===== src/rtl/stopwatch_pkg.sv =====
// Shared types and constants for the mm:ss.cc BCD stopwatch.
package stopwatch_pkg;

    localparam int unsigned CS_MAX  = 99;
    localparam int unsigned SEC_MAX = 59;
    localparam int unsigned DIGIT_W = 8;

    typedef enum logic [1:0] {
        IDLE = 2'd0,
        RUN  = 2'd1,
        STOP = 2'd2
    } sw_state_e;

    typedef struct packed {
        logic [DIGIT_W-1:0] min;
        logic [DIGIT_W-1:0] sec;
        logic [DIGIT_W-1:0] cs;
    } sw_time_t;

    // Two-digit BCD encoding of a 0..99 value.
    function automatic logic [DIGIT_W-1:0] to_bcd8(input int unsigned v);
        return {4'(v / 10), 4'(v % 10)};
    endfunction

endpackage


===== src/rtl/bcd_mod_counter.sv =====
// Two-digit BCD counter with enable, sync clear, programmable BCD maximum and carry-out.
module bcd_mod_counter
    import stopwatch_pkg::*;
(
    input  logic               clk,
    input  logic               rst_n,
    input  logic               clr,
    input  logic               en,
    input  logic [DIGIT_W-1:0] max,
    output logic [DIGIT_W-1:0] nxt_c,
    output logic               carry_c
);

    logic [DIGIT_W-1:0] q;

    // Next value is exported so the owner can register it alongside q.
    always_comb begin
        nxt_c   = q;
        carry_c = 1'b0;
        if (clr) begin
            nxt_c = '0;
        end else if (en) begin
            if (q == max) begin
                nxt_c   = '0;
                carry_c = 1'b1;
            end else if (q[3:0] == 4'd9) begin
                nxt_c = {q[7:4] + 4'd1, 4'd0};
            end else begin
                nxt_c = {q[7:4], q[3:0] + 4'd1};
            end
        end
    end

    always_ff @(posedge clk) begin
        if (!rst_n) begin
            q <= '0;
        end else begin
            q <= nxt_c;
        end
    end

endmodule


===== src/rtl/stopwatch_core.sv =====
// Up-counting BCD stopwatch mm:ss.cc with start/stop, clear and wrap strobe.
// Define STOPWATCH_LAP_EN to enable the lap hold register and display freeze.
module stopwatch_core
    import stopwatch_pkg::*;
#(
    parameter int unsigned MAX_MIN = 59
) (
    input  logic               clk,
    input  logic               rst_n,
    input  logic               tick,
    input  logic               start_stop,
    input  logic               clear,
    input  logic               lap,
    output logic               running,
    output logic               frozen,
    output logic [DIGIT_W-1:0] disp_min,
    output logic [DIGIT_W-1:0] disp_sec,
    output logic [DIGIT_W-1:0] disp_cs,
    output logic               wrap
);

    sw_state_e state;
    sw_time_t  live_nxt_c;
    sw_time_t  show_c;
    logic      cnt_en_c;
    logic      cs_carry_c;
    logic      sec_carry_c;
    logic      min_carry_c;

    // A start_stop or clear on the same cycle swallows the tick.
    assign cnt_en_c = (state == RUN) && tick && !clear && !start_stop;

    bcd_mod_counter u_cs (
        .clk     (clk),
        .rst_n   (rst_n),
        .clr     (clear),
        .en      (cnt_en_c),
        .max     (to_bcd8(CS_MAX)),
        .nxt_c   (live_nxt_c.cs),
        .carry_c (cs_carry_c)
    );

    bcd_mod_counter u_sec (
        .clk     (clk),
        .rst_n   (rst_n),
        .clr     (clear),
        .en      (cs_carry_c),
        .max     (to_bcd8(SEC_MAX)),
        .nxt_c   (live_nxt_c.sec),
        .carry_c (sec_carry_c)
    );

    bcd_mod_counter u_min (
        .clk     (clk),
        .rst_n   (rst_n),
        .clr     (clear),
        .en      (sec_carry_c),
        .max     (to_bcd8(MAX_MIN)),
        .nxt_c   (live_nxt_c.min),
        .carry_c (min_carry_c)
    );

`ifdef STOPWATCH_LAP_EN
    sw_time_t hold;
    sw_time_t hold_nxt_c;
    logic     frz_nxt_c;

    // While unfrozen the display equals the live count, so it is the capture source.
    always_comb begin
        frz_nxt_c  = frozen;
        hold_nxt_c = hold;
        if (clear) begin
            frz_nxt_c = 1'b0;
        end else if (lap && (state != IDLE)) begin
            if (frozen) begin
                frz_nxt_c = 1'b0;
            end else begin
                frz_nxt_c  = 1'b1;
                hold_nxt_c = {disp_min, disp_sec, disp_cs};
            end
        end
        show_c = frz_nxt_c ? hold_nxt_c : live_nxt_c;
    end

    always_ff @(posedge clk) begin
        if (!rst_n) begin
            frozen <= 1'b0;
            hold   <= '0;
        end else begin
            frozen <= frz_nxt_c;
            hold   <= hold_nxt_c;
        end
    end
`else
    logic unused_lap;
    assign unused_lap = lap;
    assign frozen     = 1'b0;
    assign show_c     = live_nxt_c;
`endif

    // Run/stop FSM with registered display and wrap strobe.
    always_ff @(posedge clk) begin
        if (!rst_n) begin
            state    <= IDLE;
            running  <= 1'b0;
            wrap     <= 1'b0;
            disp_min <= '0;
            disp_sec <= '0;
            disp_cs  <= '0;
        end else begin
            wrap     <= min_carry_c;
            disp_min <= show_c.min;
            disp_sec <= show_c.sec;
            disp_cs  <= show_c.cs;
            if (clear) begin
                state   <= IDLE;
                running <= 1'b0;
            end else if (start_stop) begin
                case (state)
                    IDLE, STOP: begin
                        state   <= RUN;
                        running <= 1'b1;
                    end
                    RUN: begin
                        state   <= STOP;
                        running <= 1'b0;
                    end
                    default: begin
                        state   <= IDLE;
                        running <= 1'b0;
                    end
                endcase
            end
        end
    end

endmodule


===== config.mk =====
export PLATFORM = sky130hd
export DESIGN_NAME = stopwatch_core
export DESIGN_NICKNAME = d
export VERILOG_FILES = /design/src/rtl/stopwatch_pkg.sv /design/src/rtl/bcd_mod_counter.sv /design/src/rtl/stopwatch_core.sv
export SDC_FILE = /design/constraint.sdc
export NUM_CORES = 1
export LEC_CHECK = 0
export CORE_ASPECT_RATIO = 0.9
export CORE_MARGIN = 2
export CORE_UTILIZATION = 50
export CTS_CLUSTER_SIZE = 16
export DETAILED_ROUTE_END_ITERATION = 12
export GPL_TIMING_DRIVEN = 0
export PLACE_DENSITY = 0.79
export REMOVE_ABC_BUFFERS = 1
export SLEW_MARGIN = 10
export SYNTH_ARGS = -nofsm -noshare
export SYNTH_HDL_FRONTEND = slang
export SYNTH_SLANG_ARGS = --single-unit

===== constraint.sdc =====
create_clock -name clk -period 3.9 [get_ports clk]
set_clock_uncertainty 0.1 [all_clocks]
set_input_delay 0.975 -clock clk [delete_from_list [all_inputs] [get_ports clk]]
set_output_delay 0.975 -clock clk [all_outputs]
set_load 0.02 [all_outputs]

Word-level counts from Yosys, hierarchy flattened
Index checks and enable logic that the tools add are counted.
{ "word_totals": {"inputBits": 6, "register_bits": 28, "output_inout_bits": 27, "word_cells": 55} }
{ "classes": {"n_mux": 15, "eq_ne": 8, "bitwise_logic": 2, "add_sub_neg": 6, "n_reduce_logical": 15} }
{ "ops": {"columns": ["op", "n"], "rows": [
  ["8-bit 2-to-1 mux", 6],
  ["4-bit by 1-bit adder with 4-bit output (second input constant)", 6],
  ["8-bit by 7-bit == test with 1-bit output (second input constant)", 2],
  ["4-bit == test (second input constant)", 3],
  ["8-bit == test (second input constant)", 1],
  ["1-bit 2-to-1 mux", 8],
  ["2-bit AND reduction", 3],
  ["2-bit nonzero test", 3],
  ["2-bit one-hot mux with 2 select lines", 1],
  ["2-bit OR reduction", 2],
  ["1-bit logical AND", 3],
  ["3-bit OR reduction", 1],
  ["2-bit by 1-bit == test with 1-bit output (second input constant)", 1],
  ["2-bit == test (second input constant)", 1],
  ["1-bit zero test", 2],
  ["2-bit zero test", 1],
  ["1-bit NOT", 2]
]} }

Depth between registers and ports, before layout
Gate-level depths: netlist (run 1).
{ "logic_depth": {"word_depth": 10, "depth_mapped": 8, "depth_no_buf": 6} }

Hierarchy
From an unflattened synthesis (run 1), not the netlist that was laid out.
{ "unflattened": {"hier_cells": 272, "area_unflattened_um2": 2504.9} }
{ "by_module_without_submodules": {"columns": ["module", "area_per_inst_um2", "n_inst", "seq_area_each_um2", "cells_per_inst"], "rows": [
  ["bcd_mod_counter", 560.5, 3, 160.2, 68],
  ["stopwatch_core", 823.3, 1, 560.5, 68]
]} }

Worst setup path after synthesis (run 1)
OpenSTA, ideal clock, no wires.
{ "synth_path": {"path_kind": "input -> register", "from": "input port clear", "to": "register u_min.q[2]", "arrival_ns": 2.091, "path_stages": 4, "setup_ns": 0.071, "n_path_buf": 0, "slack_ns": 1.639, "t_required_ns": 3.729, "path_cell_list": "and4bb_4 nand4_1 or4_1 a21oi_1"} }
{ "synth_via": {"elab_chain_len": 7, "word_cells_on_any_way": 8, "classes_between": "mux: 4; reduce/logical: 4"} }
{ "synth_rtl": {"columns": ["item", "line_no", "text"], "rows": [
  ["start, declared", "stopwatch_core.sv:12", "input logic clear,"],
  ["1-bit zero test", "stopwatch_core.sv:31", "assign cnt_en_c = (state == RUN) && tick && !clear && !start_stop;"],
  ["1-bit logical AND (2 in a row)", "stopwatch_core.sv:31", null],
  ["1-bit 2-to-1 mux", "bcd_mod_counter.sv:22", "end else if (en) begin"],
  ["1-bit 2-to-1 mux", "bcd_mod_counter.sv:20", "if (clr) begin"],
  ["1-bit 2-to-1 mux", "bcd_mod_counter.sv:22", null],
  ["1-bit 2-to-1 mux", "bcd_mod_counter.sv:20", null],
  ["end signal, assigned", "bcd_mod_counter.sv:38", "q <= nxt_c;"],
  ["end, declared", "bcd_mod_counter.sv:14", "logic [DIGIT_W-1:0] q;"]
]} }
Parallel ways exist; a longest one is shown, timed or not.
A chain may end at the register's enable or synchronous reset.

Final worst setup path (run 1)
{ "layout_path": {"from": "input port start_stop", "to": "register u_min.q[1]"} }
{ "layout_via": {"elab_chain_len": 6} }
{ "layout_rtl": {"columns": ["item", "line_no", "text"], "rows": [
  ["start, declared", "stopwatch_core.sv:11", "input logic start_stop,"],
  ["1-bit zero test", "stopwatch_core.sv:31", null],
  ["1-bit logical AND", "stopwatch_core.sv:31", null],
  ["1-bit 2-to-1 mux", "bcd_mod_counter.sv:22", null],
  ["1-bit 2-to-1 mux", "bcd_mod_counter.sv:20", null],
  ["1-bit 2-to-1 mux", "bcd_mod_counter.sv:22", null],
  ["1-bit 2-to-1 mux", "bcd_mod_counter.sv:20", null]
]} }
No other way between the ends.

==> summary by stage, run 1 <==
Clock network
Clock tree synthesis selected as its root buffer the cell clkbuf_4. CTS built an H-tree with a depth of 1. Clock-pin slew was measured on the worst setup and hold paths at 0.15 ns. The CTS sink count is 28. The clock network latency to the later pin of the worst-skew pair is 0.34 ns. The maximum count of clock buffers along a single path is 2. TritonCTS built the clock tree.

The clock buffer count from CTS is 3. The count of buffers added by post-CTS timing repair for setup is 0. After clock tree synthesis, the repair step resized 0 gates. Hold repair after CTS inserted 0 buffers.

Worst hold path
The path with the worst hold slack has its endpoint at running. The worst hold path was traced through 2 stages. In this run the most critical hold path is launched from running. The path class of the tightest hold or removal check is reg -> reg.

Layout
The final layout net count is 217. The count of inserted antenna diode cells is 0. The most common cell after layout, fill and taps aside is clkdlybuf4s50_1.

In the layout the commonest cells are clkdlybuf4s50_1, dfxtp_1, nor2_1. The signed area change from the synthesized netlist to the final layout is 23.64%. The ratio of cells with drive above 1 in the final layout is 4.500%.

STA
The max-slew headroom at the worst pin is 37.80%. The final cycle utilization of the critical path is 69.95%. The slew at the pin with the worst max-slew slack is 0.9329 ns. The summed negative setup slack over all endpoints is 0 ns. Derived from the worst setup path, the maximum achievable clock frequency is 366.6 MHz.

Setup violations remaining at the end of the flow were counted as 0. The final hold violation count is 0. Counting I/O delays and the setup requirement, the final critical path takes 2.728 ns. The number of max-slew violations in the final report is 0.

Across all hold checks on the routed design, the worst slack comes to 0.4198 ns. Setup repair after global routing left no endpoint under its margin.

Route
Summing over every cut layer, the via total after detailed routing is 1358. The mean routed wirelength per cell is 13.61 um. The remaining antenna violation count after routing is 0.

The routed wire length is 3267 um. The detailed-router iteration count before antenna repair is 4. Dividing the detail-routed via count by the number of cells gives 5.658.

The starting DRC count in detailed routing is 88. The remaining design rule violation count is 0.

GRT
Entering global routing, the biggest net connects 25 pins. The first global-routing pass estimated 5520 um of wire. The number of antenna violations at the first check in global routing is 0. Global routing used 20.66% of the available tracks across all layers.

For this run the aggregate overflow at the end of global routing stands at 0. The number of global-route vias before repair is 1240.

Floorplanning
In this run the vertical extent of the chip is 55.92 um. The initial core utilization is 53.63%. The chip width is 61.69 um.

The core region area is 2793 um2. The I/O pin total is 33. The number of standard-cell rows in the floorplan is 18. The die covers 3450 um2.

Logic synthesis
Counting every instance in the synthesized netlist gives 173. Of the total synthesized cell area, the portion taken by XOR and XNOR cells is 2.339%. The synthesized netlist devotes 13.78% of its cell area to compound gates.

The distinct cell type count of the synthesized netlist is 41. After synthesis, the largest family of logic cells by area is simple AND/OR/NAND/NOR gates. The adder and majority gate portion of the synthesized area is 8.354%.

The proportion of synthesized area in mux cells is 2.757%. The count of yosys warnings during synthesis is 0. Summed over all instances, the cell type with the most area after synthesis is dfxtp_1.

Yosys attributes the largest share of cell area to dfxtp_1, ha_1, a21oi_1. Of the total synthesized cell area, the portion taken by AND, OR, NAND and NOR gates is 30.91%. The sequential-to-total area share from yosys stat is 37.43%. The number of synthesized register bits is 28. The synthesized netlist occupies a cell area of 1498 um2. After synthesis, the largest area contributor takes up 37.43% of total cell area. The average instance in the mapped netlist occupies 8.657 um2.

Critical path
The critical path starts at start_stop. The worst register-to-register path has a setup slack of 1.74 ns. The source of the worst register-to-register timing path is u_cs.q[4].

Data on the critical path arrives at its endpoint at 2.90 ns. Along the worst path, the maximum fanout reaches 16. The worst reg2reg path endpoint is u_min.q[1].

The critical path class is in -> reg. The number of cells on the worst reg-to-reg path is 5. The critical path endpoint category is a flop. The worst setup path is launched from an input pin. At the worst endpoint, the required time is 4.07 ns.

Placement
At the end of routability-driven placement, the weighted congestion stood at 0.7523. Buffers placed on the I/O ports in this run total 30. The HPWL after detailed placement is 2385 um.

Run status
The flow ran to the end, and the final reports show no timing, DRC or antenna violations.

Power
In this run the power density over the cells is 243.1 nW/um2. The leakage power figure is 0.6296 nW. The worst-case IR drop observed on VDD is 0.3185 mV.

Job
The tool flagged a number of max-cap violations equal to 0.
[layout make-up]
type / instances / area (um2)
fillers: 260 / 940.9
multi-input cells: 130 / 874.6
flip-flops and latches: 28 / 560.5
repair buffers: 30 / 300.3
well taps: 40 / 50.05
clock buffers: 4 / 36.28
inverters: 8 / 30.03
[routing by layer]
layer / up-vias / GRT usage [%] / share of wire [%]
met3: 3 / 4.884 / 5.4
met1: 640 / 27.08 / 45
met5: - / 0 / 0
met4: 0 / 3.647 / 0.58
li1: 682 / - / -
met2: 33 / 34.29 / 49
[flip-flops by register name, summed over array words and instances, names as in the netlist]
register,count
u_min.q,8
u_cs.q,8
state,2
u_sec.q,8
running,1
wrap,1
[Yosys cell counts]
cell type and instances:
a211oi_1 1, a21boi_0 1, a21oi_1 15, a311oi_1 1
a31oi_1 1, a41oi_1 1, and2_1 1, and3_1 1
and3b_1 6, and4bb_1 1, and4bb_4 2, buf_2 2
buf_4 1, clkbuf_1 4, conb_1 1, dfxtp_1 28
ha_1 10, inv_1 8, mux2_2 1, mux2i_1 3
nand2_1 8, nand2b_1 1, nand3_1 10, nand3_2 1
nand3b_1 1, nand4_1 2, nand4_4 1, nand4bb_1 1
nor2_1 16, nor2b_1 3, nor3_1 7, nor4_1 1
o21ai_0 3, o21ai_1 9, o311ai_1 2, o31ai_1 2
or3_1 6, or3b_1 1, or4_1 5, xnor2_1 3
xor2_1 1
[power breakdown]
part | internal [mW] | leakage [nW] | total [mW] | switching (mW)
Clock | 0.0573 | 0.0210 | 0.143 | 0.0862
Sequential | 0.287 | 0.226 | 0.289 | 0.00118
Combinational | 0.00772 | 0.383 | 0.0180 | 0.0103
Total | 0.352 | 0.630 | 0.450 | 0.0976
[worst max-delay path, cell delays in order]
cell and delay, ns:
clkdlybuf4s50_1 0.50, and4bb_4 0.43, nand3_2 0.27, or4_1 0.58, a21oi_1 0.15
[cells by family after synthesis]
| group | Yosys count |
|---|---|
| and+or+nand+nor | 75 |
| AOI/OAI and AO/OA | 36 |
| DFF | 28 |
| buffers and inverters | 15 |
| adders and majority gates | 10 |
| xor gates and xnor gates | 4 |
| muxes | 4 |
| other | 1 |
[worst max path at each step]
stage	end	slack, ns	cells after the start
2_1_floorplan	u_min.q[1]	1.52	4
3_3_place_gp	u_min.q[1]	0.85	5
3_5_place_dp	u_min.q[1]	0.81	5
4_1_cts	u_min.q[1]	1.17	5
5_1_grt	u_min.q[1]	1.07	5
6_report	u_min.q[1]	1.17	5
[stage by stage]
stage               utilization [%]  power [mW]  std cells  worst slack, ns  instance area [um2]
detailed placement            65.01      0.3127        236           0.8055                 1815
global placement              65.01      0.3125        236           0.8497                 1815
CTS                           66.31      0.4553        240            1.174                 1852
global route                  66.31      0.4709        240            1.070                 1852
finish                        66.31      0.4501        240            1.172                 1852
floorplan                         -      0.3039        166            1.524                 1465
Power figures use the tool's default switching activity.
==> run 2: changes to the inputs <==
clock period = 2.9 ns   (was 3.9 ns; I/O delays follow)
==> results of run 2 <==
The final DEF is identical to that of run 1. Status: complete, no violations.
Main changes from that run: setup slack after placement 0.8055 ns -> 0.05550 ns; setup slack after layout 1.172 ns -> 0.4221 ns; register-to-register setup slack 1.74 ns -> 0.74 ns; total power 0.4501 mW -> 0.6053 mW; worst IR drop on VDD 0.3185 mV -> 0.4283 mV
==> run 3: changes to the inputs <==
SKIP_CTS_REPAIR_TIMING = 1   (was unset)
SLEW_MARGIN = unset   (was 10)
==> results of run 3 <==
The final DEF is identical to that of run 1. Status: complete, no violations.
Main changes from that run: setup slack after placement 0.8055 ns -> 0.05550 ns; setup slack after layout 1.172 ns -> 0.4221 ns; register-to-register setup slack 1.74 ns -> 0.74 ns; total power 0.4501 mW -> 0.6053 mW; worst IR drop on VDD 0.3185 mV -> 0.4283 mV
